### src/rtl/mem_load_pkg.sv
// Shared definitions for the memory load controller: state encoding and
// helpers for the active-low per-bank enable vectors.
package mem_load_pkg;

  typedef enum logic [2:0] {
    ST_IDLE     = 3'd0,
    ST_WRITE    = 3'd1,
    ST_RD_ISSUE = 3'd2,
    ST_RD_WAIT  = 3'd3,
    ST_RD_HOLD  = 3'd4,
    ST_FINISH   = 3'd5
  } state_t;

  // Upper bound on banks the helpers can address; callers truncate to their width.
  localparam int MAX_BANKS = 32;
  localparam logic [MAX_BANKS-1:0] PORT_OFF = '1;

  function automatic logic [MAX_BANKS-1:0] bank_onehot_low(input logic [4:0] bank);
    logic [MAX_BANKS-1:0] v;
    v       = PORT_OFF;
    v[bank] = 1'b0;
    return v;
  endfunction

endpackage

### src/rtl/mem_load_addr_ctr.sv
// Word address and remaining-count tracker for one load/readback command.
module mem_load_addr_ctr #(
  parameter int ADDRESS_WIDTH = 11
) (
  input  logic                     clk,
  input  logic                     rst,
  input  logic                     load,
  input  logic                     step,
  input  logic [ADDRESS_WIDTH-1:0] load_addr,
  input  logic [ADDRESS_WIDTH:0]   load_count,
  output logic [ADDRESS_WIDTH-1:0] addr,
  output logic [ADDRESS_WIDTH:0]   count,
  output logic                     last,
  output logic                     empty
);

  logic [ADDRESS_WIDTH-1:0] addr_q, addr_d;
  logic [ADDRESS_WIDTH:0]   count_q, count_d;

  always_comb begin
    addr_d  = addr_q;
    count_d = count_q;
    if (load) begin
      addr_d  = load_addr;
      count_d = load_count;
    end else if (step) begin
      // The wrap past the top word only happens after the final access.
      addr_d  = addr_q + 1'b1;
      count_d = count_q - 1'b1;
    end
  end

  always_ff @(posedge clk or posedge rst) begin
    if (rst) begin
      addr_q  <= '0;
      count_q <= '0;
    end else begin
      addr_q  <= addr_d;
      count_q <= count_d;
    end
  end

  assign addr  = addr_q;
  assign count = count_q;
  assign last  = (count_q == (ADDRESS_WIDTH+1)'(1));
  assign empty = (count_q == '0);

endmodule

### src/rtl/mem_load_controller.sv
// Sequenced loader owning the RAM bank ports while the core is held: streams
// words into a bank (write) or out of it (readback) over valid/ready handshakes.
module mem_load_controller
  import mem_load_pkg::*;
#(
  parameter int ADDRESS_WIDTH = 11,
  parameter int DATA_WIDTH    = 32,
  parameter int NUM_BANKS     = 2,
  parameter int BANK_WIDTH    = 1
) (
  input  logic                            clk,
  input  logic                            rst,
  input  logic                            cmd_valid,
  output logic                            cmd_ready,
  input  logic                            cmd_read,
  input  logic [BANK_WIDTH-1:0]           cmd_bank,
  input  logic [ADDRESS_WIDTH-1:0]        cmd_addr,
  input  logic [ADDRESS_WIDTH:0]          cmd_len,
  output logic                            cmd_err,
  input  logic                            wr_valid,
  output logic                            wr_ready,
  input  logic [DATA_WIDTH-1:0]           wr_data,
  output logic                            rd_valid,
  input  logic                            rd_ready,
  output logic [DATA_WIDTH-1:0]           rd_data,
  output logic [NUM_BANKS-1:0]            mem_cen,
  output logic [NUM_BANKS-1:0]            mem_wen,
  output logic [NUM_BANKS-1:0]            mem_oen,
  output logic [ADDRESS_WIDTH-1:0]        mem_addr,
  output logic [DATA_WIDTH-1:0]           mem_datain,
  input  logic [NUM_BANKS*DATA_WIDTH-1:0] mem_dataout,
  output logic                            loading,
  output logic                            done,
  output logic [2:0]                      dbg_state
);

  // Handshakes: a transfer on cmd/wr/rd happens in a cycle where valid and
  // ready are both high at the rising edge; rd_valid/rd_data hold until taken.

  localparam logic [ADDRESS_WIDTH+1:0] DEPTH = (ADDRESS_WIDTH+2)'(2**ADDRESS_WIDTH);

  state_t                  state_q, state_d;
  logic [BANK_WIDTH-1:0]   bank_q, bank_d;
  logic                    done_q, done_d;
  logic                    err_q, err_d;
  logic                    rd_valid_q, rd_valid_d;
  logic [DATA_WIDTH-1:0]   rd_data_q, rd_data_d;
  logic                    loading_q, loading_d;

  logic                     ctr_load, ctr_step, ctr_last, ctr_empty;
  logic [ADDRESS_WIDTH-1:0] ctr_addr;
  logic [ADDRESS_WIDTH:0]   ctr_count;
  logic [ADDRESS_WIDTH+1:0] cmd_end;
  logic                     cmd_bad;
  logic [DATA_WIDTH-1:0]    rd_sel;
  logic [NUM_BANKS-1:0]     sel_low;

  mem_load_addr_ctr #(.ADDRESS_WIDTH(ADDRESS_WIDTH)) u_ctr (
    .clk        (clk),
    .rst        (rst),
    .load       (ctr_load),
    .step       (ctr_step),
    .load_addr  (cmd_addr),
    .load_count (cmd_len),
    .addr       (ctr_addr),
    .count      (ctr_count),
    .last       (ctr_last),
    .empty      (ctr_empty)
  );

  // Range check is done one bit wider than the count so it cannot wrap.
  always_comb begin
    cmd_end = (ADDRESS_WIDTH+2)'(cmd_addr) + (ADDRESS_WIDTH+2)'(cmd_len);
    cmd_bad = (cmd_len == '0) || (32'(cmd_bank) >= 32'(NUM_BANKS)) || (cmd_end > DEPTH);
  end

  always_comb begin
    rd_sel = '0;
    for (int b = 0; b < NUM_BANKS; b++) begin
      if (32'(bank_q) == 32'(b)) rd_sel = mem_dataout[b*DATA_WIDTH +: DATA_WIDTH];
    end
  end

  always_comb begin
    state_d    = state_q;
    bank_d     = bank_q;
    done_d     = 1'b0;
    err_d      = 1'b0;
    rd_valid_d = rd_valid_q;
    rd_data_d  = rd_data_q;
    loading_d  = loading_q;
    ctr_load   = 1'b0;
    ctr_step   = 1'b0;
    case (state_q)
      ST_IDLE: begin
        if (cmd_valid) begin
          if (cmd_bad) begin
            err_d = 1'b1;
          end else begin
            ctr_load  = 1'b1;
            bank_d    = cmd_bank;
            loading_d = 1'b1;
            state_d   = cmd_read ? ST_RD_ISSUE : ST_WRITE;
          end
        end
      end
      ST_WRITE: begin
        if (wr_valid) begin
          ctr_step = 1'b1;
          if (ctr_last) begin
            state_d   = ST_FINISH;
            done_d    = 1'b1;
            loading_d = 1'b0;
          end
        end
      end
      ST_RD_ISSUE: begin
        ctr_step = 1'b1;
        state_d  = ST_RD_WAIT;
      end
      ST_RD_WAIT: begin
        rd_data_d  = rd_sel;
        rd_valid_d = 1'b1;
        state_d    = ST_RD_HOLD;
      end
      ST_RD_HOLD: begin
        if (rd_ready) begin
          rd_valid_d = 1'b0;
          if (ctr_empty) begin
            state_d   = ST_FINISH;
            done_d    = 1'b1;
            loading_d = 1'b0;
          end else begin
            state_d = ST_RD_ISSUE;
          end
        end
      end
      ST_FINISH: state_d = ST_IDLE;
      default:   state_d = ST_IDLE;
    endcase
  end

  always_ff @(posedge clk or posedge rst) begin
    if (rst) begin
      state_q    <= ST_IDLE;
      bank_q     <= '0;
      done_q     <= 1'b0;
      err_q      <= 1'b0;
      rd_valid_q <= 1'b0;
      rd_data_q  <= '0;
      loading_q  <= 1'b0;
    end else begin
      state_q    <= state_d;
      bank_q     <= bank_d;
      done_q     <= done_d;
      err_q      <= err_d;
      rd_valid_q <= rd_valid_d;
      rd_data_q  <= rd_data_d;
      loading_q  <= loading_d;
    end
  end

  // Port drive follows the state register, so reset releases the banks at once.
  always_comb begin
    sel_low    = NUM_BANKS'(bank_onehot_low(5'(bank_q)));
    mem_cen    = NUM_BANKS'(PORT_OFF);
    mem_wen    = NUM_BANKS'(PORT_OFF);
    mem_oen    = NUM_BANKS'(PORT_OFF);
    mem_addr   = '0;
    mem_datain = '0;
    if (state_q == ST_WRITE && wr_valid) begin
      mem_cen    = sel_low;
      mem_wen    = sel_low;
      mem_addr   = ctr_addr;
      mem_datain = wr_data;
    end else if (state_q == ST_RD_ISSUE) begin
      mem_cen  = sel_low;
      mem_oen  = sel_low;
      mem_addr = ctr_addr;
    end
  end

  assign cmd_ready = (state_q == ST_IDLE);
  assign wr_ready  = (state_q == ST_WRITE);
  assign cmd_err   = err_q;
  assign rd_valid  = rd_valid_q;
  assign rd_data   = rd_data_q;
  assign loading   = loading_q;
  assign done      = done_q;
  assign dbg_state = state_q;

endmodule

### config.mk
export PLATFORM = sky130hd
export DESIGN_NAME = mem_load_controller
export DESIGN_NICKNAME = d
export VERILOG_FILES = /design/src/rtl/mem_load_pkg.sv /design/src/rtl/mem_load_addr_ctr.sv /design/src/rtl/mem_load_controller.sv
export SDC_FILE = /design/constraint.sdc
export NUM_CORES = 1
export LEC_CHECK = 0
export BUFFER_PORTS_ARGS = -buffer_cell sky130_fd_sc_hd__buf_2
export CAP_MARGIN = 30
export CORE_UTILIZATION = 42
export DETAILED_ROUTE_END_ITERATION = 7
export HOLD_SLACK_MARGIN = 0.05
export PLACE_DENSITY = 0.76
export REMOVE_ABC_BUFFERS = 1
export SYNTH_ARGS = -nofsm -noshare
export SYNTH_HDL_FRONTEND = slang
export SYNTH_SLANG_ARGS = --single-unit
### constraint.sdc
create_clock -name clk -period 2 [get_ports clk]
set_input_delay 0.4 -clock clk [delete_from_list [all_inputs] [get_ports clk]]
set_output_delay 0.4 -clock clk [all_outputs]
set_load 0.1 [all_outputs]
==> flow_results.org, run 1 <==
** Status
- The flow ran to the end, but the final reports show violations.
- The checks that failed: negative setup slack.

** Setup path
- Critical Path Start Type :: input port
- In this run the worst path has a maximum fanout of 8.
- Data on the critical path arrives at its endpoint at 2.88 ns.
- STA puts the critical path data required time at 2.23 ns.
- CP Capture Type :: register
- R2R depth :: 7
- The worst register-to-register path begins at u_ctr.count[6]$_DFFE_PP0P_.
- In this run the critical register-to-register path is captured at dbg_state[0]$_DFFE_PP0P_.
- The critical path in this run is classified as in2reg.
- The worst register-to-register path has a setup slack of -0.53 ns.

** Cells and area
- Layout area overhead :: 92.2%
- Number of antenna diodes :: 0
- At the end of the flow, the number of nets in the layout was 940.
- Util after Layout :: 0.835
- Area occupied by multi-input gates :: 0.00313 mm2
- Sequential cell area :: ~0.0016 mm2
- Fraction of final layout cells sized beyond drive strength 1 :: 0.598
- Counting the fill cells in the layout gives 542.

** Floorplan
- In this run the count of I/O pins placed on the die edge is around 220.
- In this run the vertical extent of the chip is 103 um.
- For this configuration, the core starts out at a cell density of 0.435.
- In this run the standard cell core region covers roughly 0.0098 mm2.
- The die covers 0.0106 mm2.
- After floorplanning, the core was divided into 36 placement rows.
- Floorplan die width :: ~100 um

** STA
- Sum of negative setup slack :: -28.51 ns
- The count of pins over their slew limit came to 0.
- The final hold violation count came to 0.
- For the pin with the worst max-slew slack, the measured transition is 0.558 ns.
- Relative slew slack :: 0.628
- Setup-violating endpoint count in the final report :: 80
- Crit path setup slack, layout :: -0.649 ns
- Timing would allow up to approximately 0.38 GHz.
- Final Skew :: 0.0191 ns
- Minimum clock period :: 2.65 ns
- Setup repair after global routing could not meet its margin everywhere.
- Of the available clock period, the critical path in the final layout requires 1.32.
- Worst Hold Margin :: 0.0752 ns

** Global routing
- In the global route stage, overall resource usage came out at 0.335.
- Busiest grt layer :: met2
- GR Overflow Total :: 0
- The via count of the first global-routing pass is 5241.
- Initial antenna violation count :: 0
- Pin count of the biggest net entering global routing :: 65
- Met1 usage :: 0.379
- Wire length of the first global-routing pass :: 26.6 mm
- In the global route stage, met3 resource usage came out at 0.0542.
- For met2 alone, demand over resource in global routing was 0.619.

** Synthesis
- After synthesis, the mean cell area works out to 8.91 um2.
- In this run, distinct cell masters in the synthesized netlist total 57.
- Post-synthesis instance total :: 479
- Yosys warns :: 0
- Post-synthesis instance area :: between 0.004 and 0.005 mm2
- For this run, the leading register cell type out of synthesis is dfrtp_1.
- Share of synthesized registers carrying an async set or reset :: 1.00
- Number of storage elements in the synthesis netlist :: 63
- For this run, the register share of the synthesized area comes to 0.369.
- Post-synth EDFFs :: 0

** Power and ir drop
- VDD sags by at most 0.00155 V.
- The completed layout was analyzed and its total power is 14.3 mW.
- In this run the power density over the cells is around 1700 mW/mm2.
- For this design the static power due to leakage is 3.88 nW.

** Placement
- The congestion estimate from routability-driven global placement came to ~0.9.
- Detailed placement finished with a half-perimeter wire length of between 10 and 15 mm.
- Input and output buffers added on the ports amount to 215.
- Post-placement worst setup slack :: -1.17 ns

** Drt
- In the final routed layout, each cell accounts on average for 21.7 um.
- DRC violation count after routing :: 0
- In this run the remaining antenna-violating nets after routing total 0.
- Detail-routed via count per cell :: 5.77
- Wires add up to slightly above 20 mm.
- First-iteration detailed-routing DRC count :: 300
- The pre-antenna-repair detailed-routing pass consisted of 5 iterations.
- Total vias in the final route :: 5407

** Clocking
- The clock reaches the later pin of the worst-skew pair after 0.36 ns.
- Hold buffer count at CTS :: 0
- CTS H-tree depth :: 3
- Total clock sinks :: 63
- After clock tree synthesis, the clock-pin slew on the worst setup and hold paths is 0.09 ns.
- CTS placed an instance of clkbuf_8 at the clock tree root.
- TritonCTS clock tree :: yes
- Maximum buffer depth of the clock tree :: 2
- Clock tree synthesis inserted a total of 9 buffers.

** Job
- MaxCap Viol Count :: 0

** Hold path
- The min-delay analysis places its worst path in the category in2async.
[what timing repair did]
item | CTS | global route
setup buffers | 21 | 13
gates cloned | 5 | 1
gates resized for setup | 108 | 52
pin swaps | 60 | 29
setup endpoints to repair | 77 | 82
[through the flow]
stage | cells | area, um2
6_report | 937 | 8200
5_1_grt | 937 | 8200
4_1_cts | 926 | 7860
3_5_place_dp | 885 | 6850
3_3_place_gp | 885 | 6850
2_1_floorplan | 450 | 4140
[per-layer routing]
metal / vias up / part of all wire
met5: - / 0
met4: 0 / 0.066
met3: 124 / 0.074
met2: 346 / 0.52
met1: 2564 / 0.34
li1: 2373 / -
[synth_stat cells, drive strengths merged, types with 3 or more instances]
library cell,n,area [um2]
xor2,5,43.8
a31oi,7,50.1
and3,37,231
mux2i,35,350
nand4,7,43.8
o21ai,52,298
nand2b,8,50.1
nor2,23,93.8
nand3,20,100
a211oi,3,22.5
ha,14,175
a21o,3,22.5
a221o,5,50.1
xnor2,18,158
nand2,59,229
nor4,11,81.3
a21oi,14,77.6
buf,7,43.8
inv,12,45.0
and2,12,75.1
mux2,6,86.3
nor3,7,35.0
dfrtp,63,1580
clkbuf,22,82.6
[final cells by class]
cell class	instances	share of cell area
multi-input cells	375	0.382
inverters	12	0.00610
clock inverters	7	0.0146
clock buffers	9	0.0151
well taps	133	0.0203
flip-flops and latches	63	0.193
repair buffers	338	0.370
[layout by cell type (no fill, tap or decap), types with 4 or more instances in the layout]
cell,synthesis,final
nor2_1,22,20
clkbuf_8,0,9
and3_1,37,4
and2_4,0,12
and3_4,0,33
buf_2,2,161
nor3_1,7,5
buf_6,1,19
a21oi_1,12,10
mux2i_1,35,35
o21ai_2,10,11
o21ai_0,39,38
nor4_1,9,7
a31oi_4,0,5
nand4_1,7,7
inv_1,11,7
mux2_4,5,6
nand2b_1,8,6
buf_4,2,92
ha_1,14,11
buf_12,0,57
dfrtp_1,63,61
xor2_1,5,4
buf_8,0,4
a221o_1,5,5
nand3_2,0,10
xnor2_1,18,17
nand3_1,20,9
nand2_1,58,53
[logic make-up (layout without fill, tap and decap cells)]
kind of cell	count (synthesis)	in the layout	share of synthesized area
multiplexers	41	41	0.102
buffers and inverters	41	366	0.0402
XOR/XNOR	23	23	0.0472
AND/OR/NAND/NOR	195	195	0.239
AO/OA/AOI/OAI	101	101	0.156
flip-flops	63	63	0.369
adder cells (fa/ha/maj)	15	15	0.0457
[critical path: stages]
cell      delay (ns)
buf_8           0.10
ha_4            0.15
fa_2            0.33
a21o_1          0.21
a221oi_4        0.32
o21bai_2        0.16
xor2_2          0.19
a31oi_4         0.05
buf_4           0.15
a41o_4          0.32
buf_8           0.16
a31oi_4         0.20
o22ai_2         0.13
[sequential cells by signal, indices dropped and copies added (netlist names)]
register / cells
rd_data: 32
u_ctr.count: 12
u_ctr.addr: 11
dbg_state: 3
bank_q: 1
cmd_err: 1
done: 1
loading: 1
rd_valid: 1
[worst max-delay path by stage]
stage | cells past startpoint | to | startpoint
after floorplan | 5 | mem_cen[1] | dbg_state[2]$_DFFE_PP0P_
after global placement | 12 | u_ctr.count[7]$_DFFE_PP0P_ | cmd_addr[0]
after detailed placement | 12 | u_ctr.count[7]$_DFFE_PP0P_ | cmd_addr[0]
after CTS | 13 | u_ctr.count[7]$_DFFE_PP0P_ | cmd_len[0]
after global routing | 13 | u_ctr.count[7]$_DFFE_PP0P_ | cmd_addr[0]
final | 13 | dbg_state[0]$_DFFE_PP0P_ | cmd_addr[0]
[report_power, final]
part	leakage, nW	internal (mW)	switching, mW
combinational	3.03	3.52	6.93
clock	0.120	0.833	0.591
sequential	0.730	1.86	0.578
total	3.88	6.22	8.10
Power figures use the tool's default switching activity.
==> inputs of run 2 (changes only) <==
Settings changed: PLACE_DENSITY 0.76 to 0.73.
Clock period 2 ns to 2.8 ns, I/O delays scaled along.
==> flow_results.org, run 2 (synthesis gave the netlist of run 1 again) <==
** Global routing
- The via count of the first global-routing pass was 4328 (-17%).
- Wire length of the first global-routing pass :: 21.0 mm (-21%)
- The pin count of the biggest net entering global routing came to 65 (unchanged).
- The global route total overflow was 0 (unchanged).
- GRT Total Usage :: 0.261 (-0.0742)
- The initial antenna violation count is 0 (unchanged).

** Power and ir drop
- The maximum resistive drop on vdd is 0.00132 V (-15%).
- Leakage power :: 3.39 nW (-13%)
- Total power of the final layout :: 8.63 mW (-40%)
- The areal power density over the cells came to 1260 mW/mm2 (-28%).

** Drt
- The iteration count of the initial detailed-routing pass was 6 (+1).
- WL final :: 14.3 mm (-29%)
- Antenna-violating nets left :: 0 (unchanged)
- First-iteration detailed-routing DRC count :: 239 (-20%)
- The total number of vias was 4674 (-14%).
- Detail-routed via count per cell :: 5.34 (-7.5%)
- The average wire per standard cell was 16.4 um (-24%).
- DRC violation count after routing :: 0 (unchanged)

** Setup path
- Walking the worst path, the cells encountered are buf_2 -> ha_4 -> fa_2 -> a21o_1 -> a221oi_4 -> o21bai_2 -> buf_4 -> a31oi_2 -> and3_1 -> inv_1 -> nor2_4 -> buf_4 -> buf_4 -> o21ai_2.
- Crit-path max cell delay :: 0.33 ns (about the same)
- Required time of the critical path :: 3.01 ns (+0.78 ns)
- Critical Path Start Type :: input port
- The slack of the worst reg-to-reg path came to 0.41 ns (+0.94 ns).
- The worst register-to-register path ends at done$_DFF_PP0_.
- Startpoint of the lowest-slack register-to-register path :: u_ctr.count[6]$_DFFE_PP0P_
- Cell type of the slowest stage on the worst timing path :: fa_2
- Largest fanout of any net on the critical path :: 8 (unchanged)
- R2R depth :: 5 (-2)
- Critical path class :: in2reg
- CP Capture Type :: register
- The arrival time reported for the critical path endpoint is 2.92 ns (+0.04 ns).
- CP most frequent cell :: buf_4

** STA
- Fmax :: 0.369 GHz
- The count of pins over their slew limit came to 0 (unchanged).
- Slew of the pin with the lowest slew margin :: 0.923 ns (+0.365 ns)
- Dividing the final minimum period by the clock period gives 0.968.
- The worst-case headroom to the max-slew limit is 0.382 (-0.245).
- Unrepaired setup endpoints after global routing :: true
- The minimum hold slack was 0.383 ns (+0.307 ns).
- The number of setup violations in the final report is 0 (-100%).
- The post-route clock skew came to 0.00898 ns (-0.0101 ns).
- Minimum clock period :: 2.71 ns
- Final hold violations :: 0 (unchanged)

** Floorplan
- The number of rows in the core area is 36 (unchanged).
- The I/O pin total is 216 (unchanged).
- The effective utilization at floorplan is 0.435 (unchanged).
- Die Ht :: 103 um (unchanged)
- Floorplan die width :: 103 um (unchanged)
- Die Area :: 0.0106 mm2 (unchanged)
- The core box area is 0.00982 mm2 (unchanged).

** Cells and area
- Number of antenna diodes :: 0 (unchanged)
- Leading cell type in the layout, fill and taps excluded :: buf_2
- Layout area overhead :: 60.2%
- Fraction of final layout cells sized beyond drive strength 1 :: 0.443 (-0.155)
- The post-layout instance count excluding filler cells is 876 (-6.5%).
- Largest register FFs :: 32 (unchanged)
- The final-stage net count was 879 (-6.5%).
- Commonest cells after routing, fill and taps aside :: buf_2 (168), dfrtp_1 (61), buf_4 (60)

** Status
- The run finished with clean final reports.

** Clocking
- Hold buffer count at CTS :: 0 (unchanged)
- Cts bufs inserted :: 9 (unchanged)
- The clock input transition at the sequential cells of the worst setup and hold paths came to 0.06 ns (-0.03 ns).
- The maximum level of the CTS H-tree came to 3 (unchanged).
- Clock latency on the worst-skew pair :: 0.33 ns (-0.03 ns)
- Maximum buffer depth of the clock tree :: 2 (unchanged)
- Total clock sinks :: 63 (unchanged)
- TritonCTS clock tree :: yes
- CTS root buf :: clkbuf_8

** Placement
- The HPWL after detailed placement came to 11.6 mm (-3.2%).
- Routability Congestion :: 0.915 (+3.3%)
- Number of cells after detailed placement :: 858 (-3.1%)
- The quantity of I/O buffers inserted on ports was 215 (unchanged).

** Hold path
- The tightest min-delay check is of the in2async type.

** Job
- The number of maximum-capacitance violations is 0 (unchanged).
[run 2: worst max-delay path by stage]
stage,startpoint,end,slack [ns],cells after the start
6_report,cmd_addr[0],u_ctr.count[11]$_DFFE_PP0P_,0.09,14
2_1_floorplan,dbg_state[2]$_DFFE_PP0P_,mem_cen[1],-2.26,5
5_1_grt,dbg_state[0]$_DFFE_PP0P_,mem_cen[1],-0.06,7
4_1_cts,cmd_addr[0],u_ctr.addr[5]$_DFFE_PP0P_,0.01,11
3_5_place_dp,cmd_addr[0],u_ctr.count[7]$_DFFE_PP0P_,-0.52,12
3_3_place_gp,cmd_addr[0],u_ctr.count[7]$_DFFE_PP0P_,-0.46,12
[run 2: critical path, delay by kind of cell]
family | cells | cell delay [ns]
buf+inv | 5 | 0.65
simple gates | 2 | 0.37
fa+ha+maj | 2 | 0.50
compound gates | 5 | 0.84
[run 2: layout make-up]
type / instances / area [um2]
Clock buffer: 13 / 169
Inverter: 12 / 48.8
Sequential cell: 63 / 1580
Multi-Input combinational cell: 375 / 2600
Fill cell: 743 / 2980
Tap cell: 133 / 166
Timing Repair Buffer: 277 / 2240
Clock inverter: 3 / 40.0
[run 2: power breakdown]
group          total, mW  internal (mW)  switching, mW
combinational       6.12           1.71           4.41
sequential          1.69           1.33          0.361
clock              0.817          0.482          0.336
total               8.63           3.52           5.11
[run 2: through the flow]
| stage | TNS, ns | worst slack, ns | util | area [um2] |
|---|---|---|---|---|
| after floorplan | -97.12 | -2.26 | - | 4140 |
| after CTS | 0 | 0.0148 | 0.689 | 6760 |
| after global routing | -0.134 | -0.0622 | 0.696 | 6840 |
| after detailed placement | -11.26 | -0.523 | 0.664 | 6520 |
| final | 0 | 0.0903 | 0.696 | 6840 |
| after global placement | -9.73 | -0.462 | 0.664 | 6520 |
[run 2: repair_timing]
action | in CTS | in global routing
resized for setup | 4 | 15
buffers inserted | 1 | 1
endpoints found under the setup margin | 24 | 58
hold endpoints to repair | 0 | 0
pin swaps | 5 | 4
[run 2: per-layer routing]
layer | track usage | up-vias | part of all wire
met5 | 0 | - | 0
li1 | - | 2247 | -
met1 | 0.311 | 2199 | 0.39
met2 | 0.474 | 204 | 0.52
met3 | 0.0441 | 24 | 0.073
met4 | 0.0888 | 0 | 0.019
==> inputs of run 3 (changes only) <==
Settings changed: CELL_PAD_IN_SITES_DETAIL_PLACEMENT set to 0, CELL_PAD_IN_SITES_GLOBAL_PLACEMENT set to 1, CORE_UTILIZATION 42 to 33, PLACE_DENSITY 0.73 to 0.79.
==> flow_results.org, run 3 (synthesis gave the netlist of run 1 again) <==
** Clocking
- The worst-case clock buffer depth is 2 (unchanged).
- Clock latency on the worst-skew pair :: 0.32 ns (about the same)
- Cts bufs inserted :: 9 (unchanged)
- The clock net sink count was 63 (unchanged).
- The cell sitting at the root of the clock tree is a clkbuf_16.
- TritonCTS built the clock tree.
- Clock slew at reported path FFs :: 0.05 ns (about the same)
- The maximum level of the CTS H-tree is 3 (unchanged).

** Floorplan
- Floorplan die width :: 116 um (+13%)
- The die area came to 0.0134 mm2 (+27%).
- Site Rows :: 41 (+14%)
- The I/O pin total is 216 (unchanged).
- The y dimension of the die is 116 um (+13%).
- The effective utilization at floorplan is 0.338 (-0.0964).
- The core box area is 0.0126 mm2 (+29%).

** Placement
- Routability Congestion :: 0.927 (+1.4%)
- The quantity of I/O buffers inserted on ports is 215 (unchanged).
- Post-placement worst setup slack :: -0.397 ns (+0.126 ns)
- Number of cells after detailed placement :: 897 (+4.5%)
- The HPWL after detailed placement was 11.5 mm (-0.49%).

** STA
- Unrepaired setup endpoints after global routing :: true
- Final hold violations :: 0 (unchanged)
- The count of pins over their slew limit was 0 (unchanged).
- The worst-case headroom to the max-slew limit is 0.392 (+0.00916).
- The transition time of the tightest slew-check pin is 0.909 ns (-0.0137 ns).
- The achievable clock frequency was 0.360 GHz (-2.4%).
- The least setup slack across all paths after layout came to 0.0241 ns (-0.0662 ns).
- The number of setup violations in the final report came to 0 (unchanged).
- Minimum clock period :: 2.78 ns (+0.0662 ns)
- Final Skew :: 0.00423 ns (-0.00475 ns)
- The share of the clock period used by the worst path is 0.991 (+0.0236).

** Setup path
- Critical path class :: in2reg
- The worst register-to-register path begins at u_ctr.count[6]$_DFFE_PP0P_.
- Crit-path max cell delay :: 0.38 ns (+0.05 ns)
- Largest fanout of any net on the critical path :: 8 (unchanged)
- The worst setup path is captured at a register.
- R2R Setup Slk :: 0.31 ns (-0.10 ns)
- The critical path starts at cmd_addr[0].
- Cell type of the slowest stage on the worst timing path :: fa_2
- R2R depth :: 5 (unchanged)
- Worst r2r dst :: done$_DFF_PP0_
- Arrival @ worst endpoint :: 2.98 ns (+0.06 ns)
- The required time at the worst-slack endpoint is 3.00 ns (about the same).
- Critical Path Start Type :: input port
- The signal on the critical path passes through buf_2 -> ha_4 -> fa_2 -> a21o_1 -> a221oi_4 -> o21bai_2 -> xor2_1 -> a31oi_2 -> a41oi_2 -> nor2_4 -> mux2_4.
- Worst setup path endpoint :: bank_q$_DFFE_PP0P_

** Drt
- The total number of vias was 4535 (-3.0%).
- Wire length the detailed router placed on met1 :: 6.20 mm (+10%)
- The average wire per standard cell was 15.7 um (-4.3%).
- Antenna-violating nets left :: 0 (unchanged)
- The remaining design rule violation count came to 0 (unchanged).
- The via density per instance is 4.97 (-6.8%).
- Detailed Routing Iterations Pass 1 :: 4 (-2)
- The wire length on met3 is 788 um (-25%).
- The detailed router used layers up to and including met4.
- The violation count after the first detailed-routing iteration came to 230 (-3.8%).
- The length of routed met2 wiring came to 7.10 mm (-3.9%).
- WL final :: 14.3 mm (-0.39%)

** Status
- Result of the run :: finished clean

** Global routing
- The total track usage came to 0.205 (-0.0553).
- The pin count of the biggest net entering global routing was 65 (unchanged).
- The global route total overflow is 0 (unchanged).
- The initial antenna violation count came to 0 (unchanged).
- Vias in the first global route :: 4243 (-2.0%)
- The wire length of the first global-routing pass came to 21.2 mm (+0.82%).

** Cells and area
- Leading cell type in the layout, fill and taps excluded :: buf_2
- The number of diodes added for antenna fixing is 0 (unchanged).
- Fraction of final layout cells sized beyond drive strength 1 :: 0.442 (-0.000908)
- Layout area overhead :: 62.9%
- Fin cells :: 912 (+4.1%)
- Largest register FFs :: 32 (unchanged)
- The final-stage net count is 878 (-0.11%).
- Commonest cells after routing, fill and taps aside :: buf_2 (171), dfrtp_1 (62), buf_4 (58)

** Power and ir drop
- Worst-case vdd ir drop :: 0.000553 V (-58%)
- Power density relative to cell area :: 1270 mW/mm2 (+0.48%)
- The leakage power came to 3.41 nW (+0.55%).

** Job
- MaxCap Viol Count :: 0 (unchanged)

** Hold path
- Class of the tightest hold or removal check :: in2async
[run 3: where the power goes]
group	switching [mW]	total, mW	leakage, nW	internal [mW]
clock network	0.347	1.05	0.136	0.702
logic	4.40	6.08	2.54	1.68
registers	0.355	1.69	0.732	1.33
total	5.10	8.81	3.41	3.72
[run 3: final cells by class]
class	instances	area, um2
repair buffers	276	2210
clock buffers	13	250
well taps	172	215
fillers	1153	5670
flip-flops and latches	63	1580
clock inverters	1	30.0
multi-input cells	375	2620
inverters	12	45.0
[run 3: how the worst min path moves through the flow]
stage | depth (start not counted) | to | slack [ns] | startpoint
after global routing | 2 | u_ctr.addr[9]$_DFFE_PP0P_ | 0.36 | rst
after detailed placement | 2 | rd_data[22]$_DFFE_PP0P_ | 0.47 | rd_data[22]$_DFFE_PP0P_
after global placement | 2 | rd_data[4]$_DFFE_PP0P_ | 0.46 | rd_data[4]$_DFFE_PP0P_
after floorplan | 1 | u_ctr.count[6]$_DFFE_PP0P_ | 0.51 | u_ctr.count[6]$_DFFE_PP0P_
after CTS | 2 | u_ctr.addr[9]$_DFFE_PP0P_ | 0.32 | rst
final | 2 | u_ctr.addr[9]$_DFFE_PP0P_ | 0.30 | rst
[run 3: metal layers]
layer  vias up  global-route usage
met3        17              0.0262
met2       178               0.358
li1       2242                   -
met1      2098               0.262
met4         0              0.0701
met5         -                   0
[run 3: through the flow]
stage,util,power (mW),area [um2],hold slack [ns],setup TNS (ns)
global route,0.551,9.21,6950,0.357,-0.887
CTS,0.543,8.80,6850,0.325,0
floorplan,-,6.09,4140,0.513,-97.12
finish,0.551,8.81,6950,0.298,0
detailed placement,0.520,7.74,6560,0.467,-9.60
global placement,0.520,7.64,6560,0.463,-8.09
[run 3: critical path, delay by kind of cell]
kind / cells / cell delay [ns]
compound gates: 5 / 0.99
fa+ha+maj: 2 / 0.55
mux: 1 / 0.32
simple gates: 1 / 0.26
xor+xnor: 1 / 0.17
buf+inv: 1 / 0.13
[run 3: timing repair]
item,CTS,global route
setup buffers,0,1
endpoints found under the hold margin,0,0
endpoints found under the setup margin,21,26
gates resized for setup,2,17
hold buffers,0,0
pin swaps,5,11
